## config.mk

```make
export PLATFORM = sky130hd
export DESIGN_NAME = barrett_const_gen_32b
export DESIGN_NICKNAME = d
export VERILOG_FILES = /design/src/rtl/barrett_const_gen_32b_pkg.sv /design/src/rtl/barrett_const_gen_32b_restoring_div_step.sv /design/src/rtl/barrett_const_gen_32b.sv
export SDC_FILE = /design/constraint.sdc
export NUM_CORES = 1
export LEC_CHECK = 0
export ABC_AREA = 1
export BUFFER_PORTS_ARGS = -buffer_cell sky130_fd_sc_hd__buf_4
export CORE_MARGIN = 2
export CORE_UTILIZATION = 45
export DETAILED_ROUTE_END_ITERATION = 8
export PLACE_DENSITY = 0.63
export SLEW_MARGIN = 20
export SYNTH_ARGS = -nofsm -noshare
export SYNTH_HDL_FRONTEND = slang
export SYNTH_SLANG_ARGS = --single-unit
export TNS_END_PERCENT = 100
```

## constraint.sdc

```tcl
create_clock -name iClk -period 7.5 [get_ports iClk]
set_input_delay 0 -clock iClk [delete_from_list [all_inputs] [get_ports iClk]]
set_output_delay 0 -clock iClk [all_outputs]
set_load 0.02 [all_outputs]
```

## src/rtl/barrett_const_gen_32b_pkg.sv

```systemverilog
// Shared widths and FSM encoding for the Barrett constant generator.
package barrett_const_gen_32b_pkg;

  localparam int BCG_DW    = 32;
  localparam int BCG_UW    = 2 * BCG_DW;
  localparam int BCG_CNT_W = 7;

  typedef enum logic {
    IDLE = 1'b0,
    RUN  = 1'b1
  } state_e;

endpackage

```

## src/rtl/barrett_const_gen_32b_restoring_div_step.sv

```systemverilog
// One restoring-division step: shift the partial remainder left by one zero bit,
// subtract the modulus when it fits, and emit the quotient bit.
module barrett_const_gen_32b_restoring_div_step
  import barrett_const_gen_32b_pkg::*;
#(
  parameter int DW = BCG_DW
) (
  input  logic [DW:0]   rem_i,
  input  logic [DW-1:0] mod_i,
  output logic [DW:0]   rem_o,
  output logic          qbit_o
);

  logic [DW:0] shifted;
  logic [DW:0] modExt;

  assign shifted = rem_i << 1;
  assign modExt  = {1'b0, mod_i};

  always_comb begin
    qbit_o = 1'b0;
    rem_o  = shifted;
    if (shifted >= modExt) begin
      qbit_o = 1'b1;
      rem_o  = shifted - modExt;
    end
  end

endmodule

```

## src/rtl/barrett_const_gen_32b.sv

```systemverilog
// Bit-serial Barrett constant generator: U = floor(2^64 / M) and R = 2^64 mod M,
// one quotient bit per enabled cycle.
module barrett_const_gen_32b
  import barrett_const_gen_32b_pkg::*;
#(
  parameter int DW    = BCG_DW,
  parameter int CNT_W = BCG_CNT_W
) (
  input  logic            iClk,
  input  logic            iRst,
  input  logic            iEn,
  input  logic            iClr,
  input  logic            iStart,
  input  logic [DW-1:0]   iMod,
  output logic            oBusy,
  output logic            oDone,
  output logic            oErr,
  output logic [2*DW-1:0] oU,
  output logic [DW-1:0]   oRem
);

  localparam int UW = 2 * DW;
  localparam logic [CNT_W-1:0] LAST_CNT = CNT_W'(UW - 1);

  state_e          state_q, state_d;
  logic [CNT_W-1:0] cnt_q, cnt_d;
  logic [DW-1:0]   mod_q, mod_d;
  logic [DW:0]     rem_q, rem_d;
  logic [UW-1:0]   quo_q, quo_d;
  logic [UW-1:0]   u_q, u_d;
  logic [DW-1:0]   remOut_q, remOut_d;
  logic            err_q, err_d;
  logic            done_q, done_d;

  logic [DW:0]     stepRem;
  logic            stepQbit;
  logic [UW-1:0]   quoNext;

  barrett_const_gen_32b_restoring_div_step #(.DW(DW)) uStep (
    .rem_i  (rem_q),
    .mod_i  (mod_q),
    .rem_o  (stepRem),
    .qbit_o (stepQbit)
  );

  assign quoNext = {quo_q[UW-2:0], stepQbit};

  // Dividend 2^64 enters as the seed remainder 1 followed by 64 shifted-in zeros.
  always_comb begin
    state_d  = state_q;
    cnt_d    = cnt_q;
    mod_d    = mod_q;
    rem_d    = rem_q;
    quo_d    = quo_q;
    u_d      = u_q;
    remOut_d = remOut_q;
    err_d    = err_q;
    done_d   = 1'b0;
    case (state_q)
      IDLE: begin
        if (iStart) begin
          mod_d    = iMod;
          rem_d    = (DW + 1)'(1);
          quo_d    = '0;
          cnt_d    = '0;
          u_d      = '0;
          remOut_d = '0;
          err_d    = (iMod < DW'(2));
          if (iMod < DW'(2)) begin
            done_d = 1'b1;
          end else begin
            state_d = RUN;
          end
        end
      end
      RUN: begin
        rem_d = stepRem;
        quo_d = quoNext;
        cnt_d = cnt_q + CNT_W'(1);
        if (cnt_q == LAST_CNT) begin
          u_d      = quoNext;
          remOut_d = stepRem[DW-1:0];
          done_d   = 1'b1;
          state_d  = IDLE;
        end
      end
      default: state_d = IDLE;
    endcase
  end

  // A low iEn freezes everything, including a pending oDone pulse.
  always_ff @(posedge iClk or posedge iRst) begin
    if (iRst) begin
      state_q  <= IDLE;
      cnt_q    <= '0;
      mod_q    <= '0;
      rem_q    <= '0;
      quo_q    <= '0;
      u_q      <= '0;
      remOut_q <= '0;
      err_q    <= 1'b0;
      done_q   <= 1'b0;
    end else if (iClr) begin
      state_q  <= IDLE;
      cnt_q    <= '0;
      mod_q    <= '0;
      rem_q    <= '0;
      quo_q    <= '0;
      u_q      <= '0;
      remOut_q <= '0;
      err_q    <= 1'b0;
      done_q   <= 1'b0;
    end else if (iEn) begin
      state_q  <= state_d;
      cnt_q    <= cnt_d;
      mod_q    <= mod_d;
      rem_q    <= rem_d;
      quo_q    <= quo_d;
      u_q      <= u_d;
      remOut_q <= remOut_d;
      err_q    <= err_d;
      done_q   <= done_d;
    end
  end

  assign oBusy = (state_q == RUN);
  assign oDone = done_q;
  assign oErr  = err_q;
  assign oU    = u_q;
  assign oRem  = remOut_q;

endmodule

```

==> results of run 1 <==
## metal layers
metal | routed length [µm] | up-vias | track usage, %
met3 | 1400 | 47 | 3.45
met5 | 0 | - | 0
met2 | 15500 | 201 | 38.6
met4 | 592 | 0 | 4.75
met1 | 15500 | 5257 | 32.0
li1 | - | 5639 | -
## cell families after synthesis
logic type / count (synthesis) / synth area share, %
AND/OR/NAND/NOR: 1001 / 33.8
buffers and inverters: 331 / 10.4
flip-flops: 233 / 46.3
AO/OA/AOI/OAI: 125 / 5.06
adder cells (fa/ha/maj): 34 / 3.44
XOR/XNOR: 14 / 0.974
## state kept, by name, indices dropped and copies added, names as in the netlist
signal / cells
cnt_q: 7
oRem: 32
oBusy: 1
quo_q: 63
oErr: 1
oDone: 1
oU: 64
mod_q: 32
rem_q: 32
## power by group through the flow
stage / Combinational, mW / Clock [mW] / Sequential [mW]
after global placement: 0.393 / 0 / 1.31
after detailed placement: 0.395 / 0 / 1.31
after floorplan: 0.282 / 0 / 1.31
final: 0.411 / 1.32 / 1.29
after global routing: 0.467 / 1.40 / 1.29
after CTS: 0.413 / 1.34 / 1.29
## cell usage after synthesis
library cell / number
nand2_1: 671
inv_1: 260
dfrtp_1: 233
nand3_1: 117
nor2_1: 107
o21ai_0: 101
clkbuf_1: 41
nand4_1: 34
ha_1: 33
buf_2: 18
a21oi_1: 17
nand3b_1: 17
xnor2_1: 13
nand2_2: 9
nand3b_2: 8
nor2_2: 8
nor3_1: 8
nor4_1: 8
buf_6: 4
inv_2: 4
and2_1: 3
buf_4: 3
nand3_2: 3
o21ai_1: 3
nor2_4: 2
nor3_2: 2
nor3b_1: 2
a21o_1: 1
a22o_1: 1
a31o_2: 1
a31oi_1: 1
clkinv_1: 1
fa_1: 1
nor4_2: 1
or2_2: 1
xor2_1: 1
## per-stage QoR
step	worst slack [ns]	util, %
floorplan	1.11	-
global placement	4.03	50.1
detailed placement	3.99	50.1
CTS	3.96	54.7
global route	3.67	54.7
finish	3.96	54.7
## area by class of cell
class	count	area share, %
Clock buffer	35	5.13
Clock inverter	14	0.819
Inverter	265	6.64
Multi-Input combinational cell	1174	36.1
Sequential cell	233	38.5
Tap cell	378	3.13
Timing Repair Buffer	181	9.61
## cell usage in the layout, fill, tap and decap left out, types with 2 or more instances in the layout
cell type,instances
inv_6,2
nor2_1,106
buf_4,143
a21oi_1,17
and2_1,3
nand3_1,117
nand3b_1,17
inv_2,2
nor3_1,8
o21ai_1,3
dlygate4sd3_1,38
inv_1,259
clkinv_2,6
nand3_2,3
nand2_1,671
dfrtp_1,233
xnor2_1,13
inv_8,2
clkinvlp_4,6
clkbuf_8,7
nor2_2,8
clkbuf_16,27
nand2_2,9
ha_1,33
nand3b_2,8
nand4_1,34
o21ai_0,101
nor2_4,3
nor3b_1,2
nor4_1,8
## worst max-delay path, cell delays in order (launching register included)
cell,delay [ns]
dfrtp_1,0.41
ha_1,0.35
a21oi_1,0.23
nand2_1,0.12
a21oi_1,0.17
nand2_1,0.12
nor2_4,0.75
nand2_2,0.66
nand2_1,0.33
nand2_1,0.10
nand3_1,0.08
nand2_1,0.07
## worst max-delay path by stage
stage | startpoint | slack, ns | end | depth (start not counted)
final | rem_q[27]$_DFFE_PP0P_ | 3.96 | rem_q[29]$_DFFE_PP0P_ | 11
after global routing | rem_q[27]$_DFFE_PP0P_ | 3.67 | rem_q[31]$_DFFE_PP0P_ | 11
after CTS | rem_q[27]$_DFFE_PP0P_ | 3.96 | rem_q[29]$_DFFE_PP0P_ | 11
after detailed placement | rem_q[27]$_DFFE_PP0P_ | 3.99 | rem_q[31]$_DFFE_PP0P_ | 11
after global placement | rem_q[27]$_DFFE_PP0P_ | 4.03 | rem_q[31]$_DFFE_PP0P_ | 11
after floorplan | iRst | 1.11 | cnt_q[0]$_DFFE_PP0P_ | 1
==> metrics.txt, run 1 <==
Total Nets Final between 1500 and 2000; final hold slack roughly 0.17 ns; Syn Nets 1809; initial antenna violation count 0; Root Buffer clkbuf_16; Port Buffer Count 135; critical path required time 7.92 ns; CTS tree yes; CTS Sinks 233; chip width 171 µm; clock share of power between 40% and 50%; Storage cell area around 5800 µm²; Crit Reg-Reg Endpoint rem_q[29]$_DFFE_PP0P_; outcome completed; Hold WC Path Type in -> async; Multi-input gate area 5460 µm²; placed cell areas between 10000 and 15000 µm²; reg-to-reg setup timing slack 3.96 ns; I/O pins 136; cell area after layout 15100 µm²; Final min period 3.54 ns; Clock Skews 0.0158 ns; PostCTS Resize Cnt 0; Num CTS Buffers 27; area share of the largest cell type after synthesis 46.3%; CP arrival 3.96 ns; worst r2r src rem_q[27]$_DFFE_PP0P_; Final Hold Violating Endpoints 0; first-pass GRT wire length between 50000 and 60000 µm; Ant. Diodes 0; Avg Vias per Cell 4.89; # hold bufs at CTS 38; crit end category flop; Max clock buf depth 3; Die ar. 29300 µm²; Comb power frac 13.6%; clock transition at the registers of the reported paths 0.06 ns; grt total ovfl 0; row count 61; fin. max-slew vios 0; Design Power between 3 and 4 mW; Mapped Area between 10000 and 15000 µm²; final cell count without fillers 2280; Post-DP HPWL 23000 µm; Starting Density 45.6%; Setup-failing EPs final 0; period utilization 47.2%; largest net degree at the start of global routing 114; length in cells of the worst reg-to-reg path 11; clk_lat worst skew 0.54 ns; LEAKAGE 8.30 nW; drt total wl around 33000 µm; Synth Instances 1738; RSZ-0062 raised after global routing false; Synth area leaders dfrtp_1 46%, nand2_1 20%, inv_1 7.8%; TNS Setup 0 ns; Sw Ratio 28.0%; H-tree depth 1; Rel. slew slack approximately 30%; VDD IR-drop max between 0.00015 and 0.0002 V; Synth area leader dfrtp_1; drt first-iter violations 773; antenna-violating nets left 0; share of layout cells above drive strength 1 between 10% and 20%; startpoint types flop; Yosys warning count 0; number of remaining DRC errors 0; vias in the first global route 10800; Area Overhead vs Synth 20.2%; Seq/Total Area, Yosys 46.3%; placer congestion estimate 0.924; flip-flop and latch count after synthesis 233; total core area between 20000 and 30000 µm²; wire per inst roughly 14 µm; postcts setup bufs 0; FMAX 282 MHz; Die Ht 171 µm; GRT Total Usage 23.1%; 1st-pass router iterations 5; max cap viols 0; sw power between 0.8 and 0.9 mW; critical path class reg -> reg; synth unique cells 36; crit-path max FO 33; Avg Inst Size Synth 7.24 µm²; register share of total power 42.8%; power density cells about 200 nW/µm²; Vias between 10000 and 15000; P_int between 2 and 2.5 mW; Placed Instances 2193; Filler cells 2763; Worst-Margin Slew 1.04 ns
(Power assumes the default switching activity.)
==> inputs of run 2 (changes only) <==
Settings changed: PLACE_DENSITY 0.63 to 0.65.
Clock period 7.5 ns to 3.05 ns, I/O delays scaled along.
==> run 2 against run 1 <==
Net effect: utilization rose by 0.46 points; combinational power rose to 2.5 times the previous value; sequential cell count is the same; setup slack got worse by 3.6 ns; wire length is 0.37% higher; register-to-register slack got worse by 3.4 ns; total power increased by 150%; critical endpoint is now oDone$_DFFE_PP0P_.
==> metrics.txt, run 2 (synthesis results as in run 1) <==
outcome completed; critical path required time 3.53 ns (-4.39 ns); PostCTS Resize Cnt 0 (unchanged); GR peak layer met2; initial antenna violation count 1 (+1); met3 Usage GRT 3.77% (+0.32 points); fin. max-slew vios 0 (unchanged); crit-path cells dlygate4sd3_1, buf_4, nor4_1, nand4_1, nor2_1, nand3_1, a31oi_1, dlygate4sd3_1; Hold WC Path Type in -> async; row count 61 (unchanged); clock transition at the registers of the reported paths 0.06 ns (about the same); wire per inst 14.5 µm (+0.15%); share of layout cells above drive strength 1 12.4% (+0.18 points); H-tree depth 1 (unchanged); startpoint types input pin; Filler cells 2736 (-0.98%); Clock Skews 0.0233 ns (+0.00748 ns); critical path class in -> reg; FMAX about 370 MHz; max cap viols 0 (unchanged); drt first-iter violations 674 (-13%); Area Overhead vs Synth 21.2%; CP max stage cell nor4_1; placed cell areas 14000 µm² (+0.88%); Port Buffer Count 135 (unchanged); Design Power 7.54 mW (+150%); most frequent cells in the layout 671 x nand2_1, 259 x inv_1, 233 x dfrtp_1; grt total ovfl 0 (unchanged); period utilization between 80% and 90%; Post-DP HPWL 23000 µm (+0.29%); total core area 27600 µm² (unchanged); CTS tree yes; vias in the first global route 11000 (+1.5%); antenna-violating nets left 0 (unchanged); most common cell after layout, fill and taps aside nand2_1; Worst path max stage delay 0.88 ns (+0.13 ns); Avg Vias per Cell 4.88 (-0.11%); power density cells 494 nW/µm² (+150%); CP arrival 3.16 ns (-0.80 ns); GR met2 Demand/Resource 38.9% (+0.33 points); max FFs per register 64 (unchanged); Final min period between 2 and 3 ns; Die ar. 29300 µm² (unchanged); clk_lat worst skew 0.55 ns (about the same); Rel. slew slack 30.5% (+0.45 points); RSZ-0062 raised after global routing false; 1st-pass router iterations 5 (unchanged); met1 Resource Use GR 30.5% (-1.4 points); final cell count without fillers 2285 (+0.22%); chip width 171 µm (unchanged); placer congestion estimate 0.925 (about the same); postcts setup bufs 0 (unchanged); Max clock buf depth 3 (unchanged); Final Hold Violating Endpoints 0 (unchanged); Placed Instances 2202 (+0.41%); I/O pins 136 (unchanged); Final Worst Setup Slack 0.369 ns (-3.59 ns); VDD IR-drop max 0.000386 V (+120%); crit-path max FO 3 (-91%); Num CTS Buffers 25 (-7.4%); Vias 11200 (+0.11%); drt total wl 33100 µm (+0.37%); most used cell, CP dlygate4sd3_1; Worst-Margin Slew 1.03 ns (-0.00676 ns); Total Nets Final 1960 (+0.36%); critical path's top delay family simple AND/OR/NAND/NOR gates; largest net degree at the start of global routing 125 (+9.6%); Root Buffer clkbuf_16; TNS Setup 0 ns (unchanged); WP buf/inv 3 (+3); pre-CTS setup slack 0.625 ns (-3.36 ns); number of remaining DRC errors 0 (unchanged); Util after Layout 55.2% (+0.46 points); # hold bufs at CTS 38 (unchanged); cell area after layout 15300 µm² (+0.84%); crit end category flop; GRT Total Usage 22.9% (-0.12 points); first-pass GRT wire length 54500 µm (-0.30%); Starting Density 45.6% (unchanged); Setup-failing EPs final 0 (unchanged); CTS Sinks 233 (unchanged); LEAKAGE 8.38 nW (+0.98%); final hold slack 0.0344 ns (-0.140 ns); Die Ht 171 µm (unchanged); Ant. Diodes 0 (unchanged)
run 2: cell types whose count changed in the layout (fill, tap and decap cells not counted), moves of 2 or more:
cell / delta
inv_6: -2
clkinvlp_4: -5
clkinv_2: +2
buf_12: +5
inv_8: -2
clkbuf_8: -2
bufinv_16: +4
buf_4: +4
clkbuf_16: -2
run 2: worst min-delay path: stages:
cell and delay, ns:
dlygate4sd3_1 0.53, buf_4 0.14, clkinvlp_4 0.32
run 2: final timing paths:
check	start	to	slack [ns]	cells past startpoint
setup / recovery	iMod[30]	oDone$_DFFE_PP0P_	0.37	8
hold / removal	iRst	oU[5]$_DFFE_PP0P_	0.03	3
setup reg to reg	cnt_q[4]$_DFFE_PP0P_	oDone$_DFFE_PP0P_	0.56	7
hold reg to reg	oU[53]$_DFFE_PP0P_	oU[53]$_DFFE_PP0P_	0.47	2
max in group asynchronous	iRst	oU[53]$_DFFE_PP0P_	2.02	4
min in group iClk	iMod[26]	mod_q[26]$_DFFE_PP0P_	0.25	4
run 2: power by group:
part / total (mW) / internal [mW] / switching (mW)
logic: 1.03 / 0.318 / 0.708
registers: 3.17 / 3.15 / 0.0227
clock network: 3.34 / 2.05 / 1.29
total: 7.54 / 5.52 / 2.02
run 2: layout make-up:
type,count,area [µm²],area share (%)
clock buffer,32,702,4.60
clock inverter,13,205,1.35
inverter,265,1000,6.55
multi-input combinational,1174,5460,35.8
sequential,233,5830,38.2
tap,378,473,3.10
timing repair buffer,190,1580,10.4
run 2: metal layers:
metal	up-vias	part of all wire [%]
met2	245	48
met3	54	4.9
met4	2	2.4
met5	-	0.054
met1	5197	45
li1	5658	-
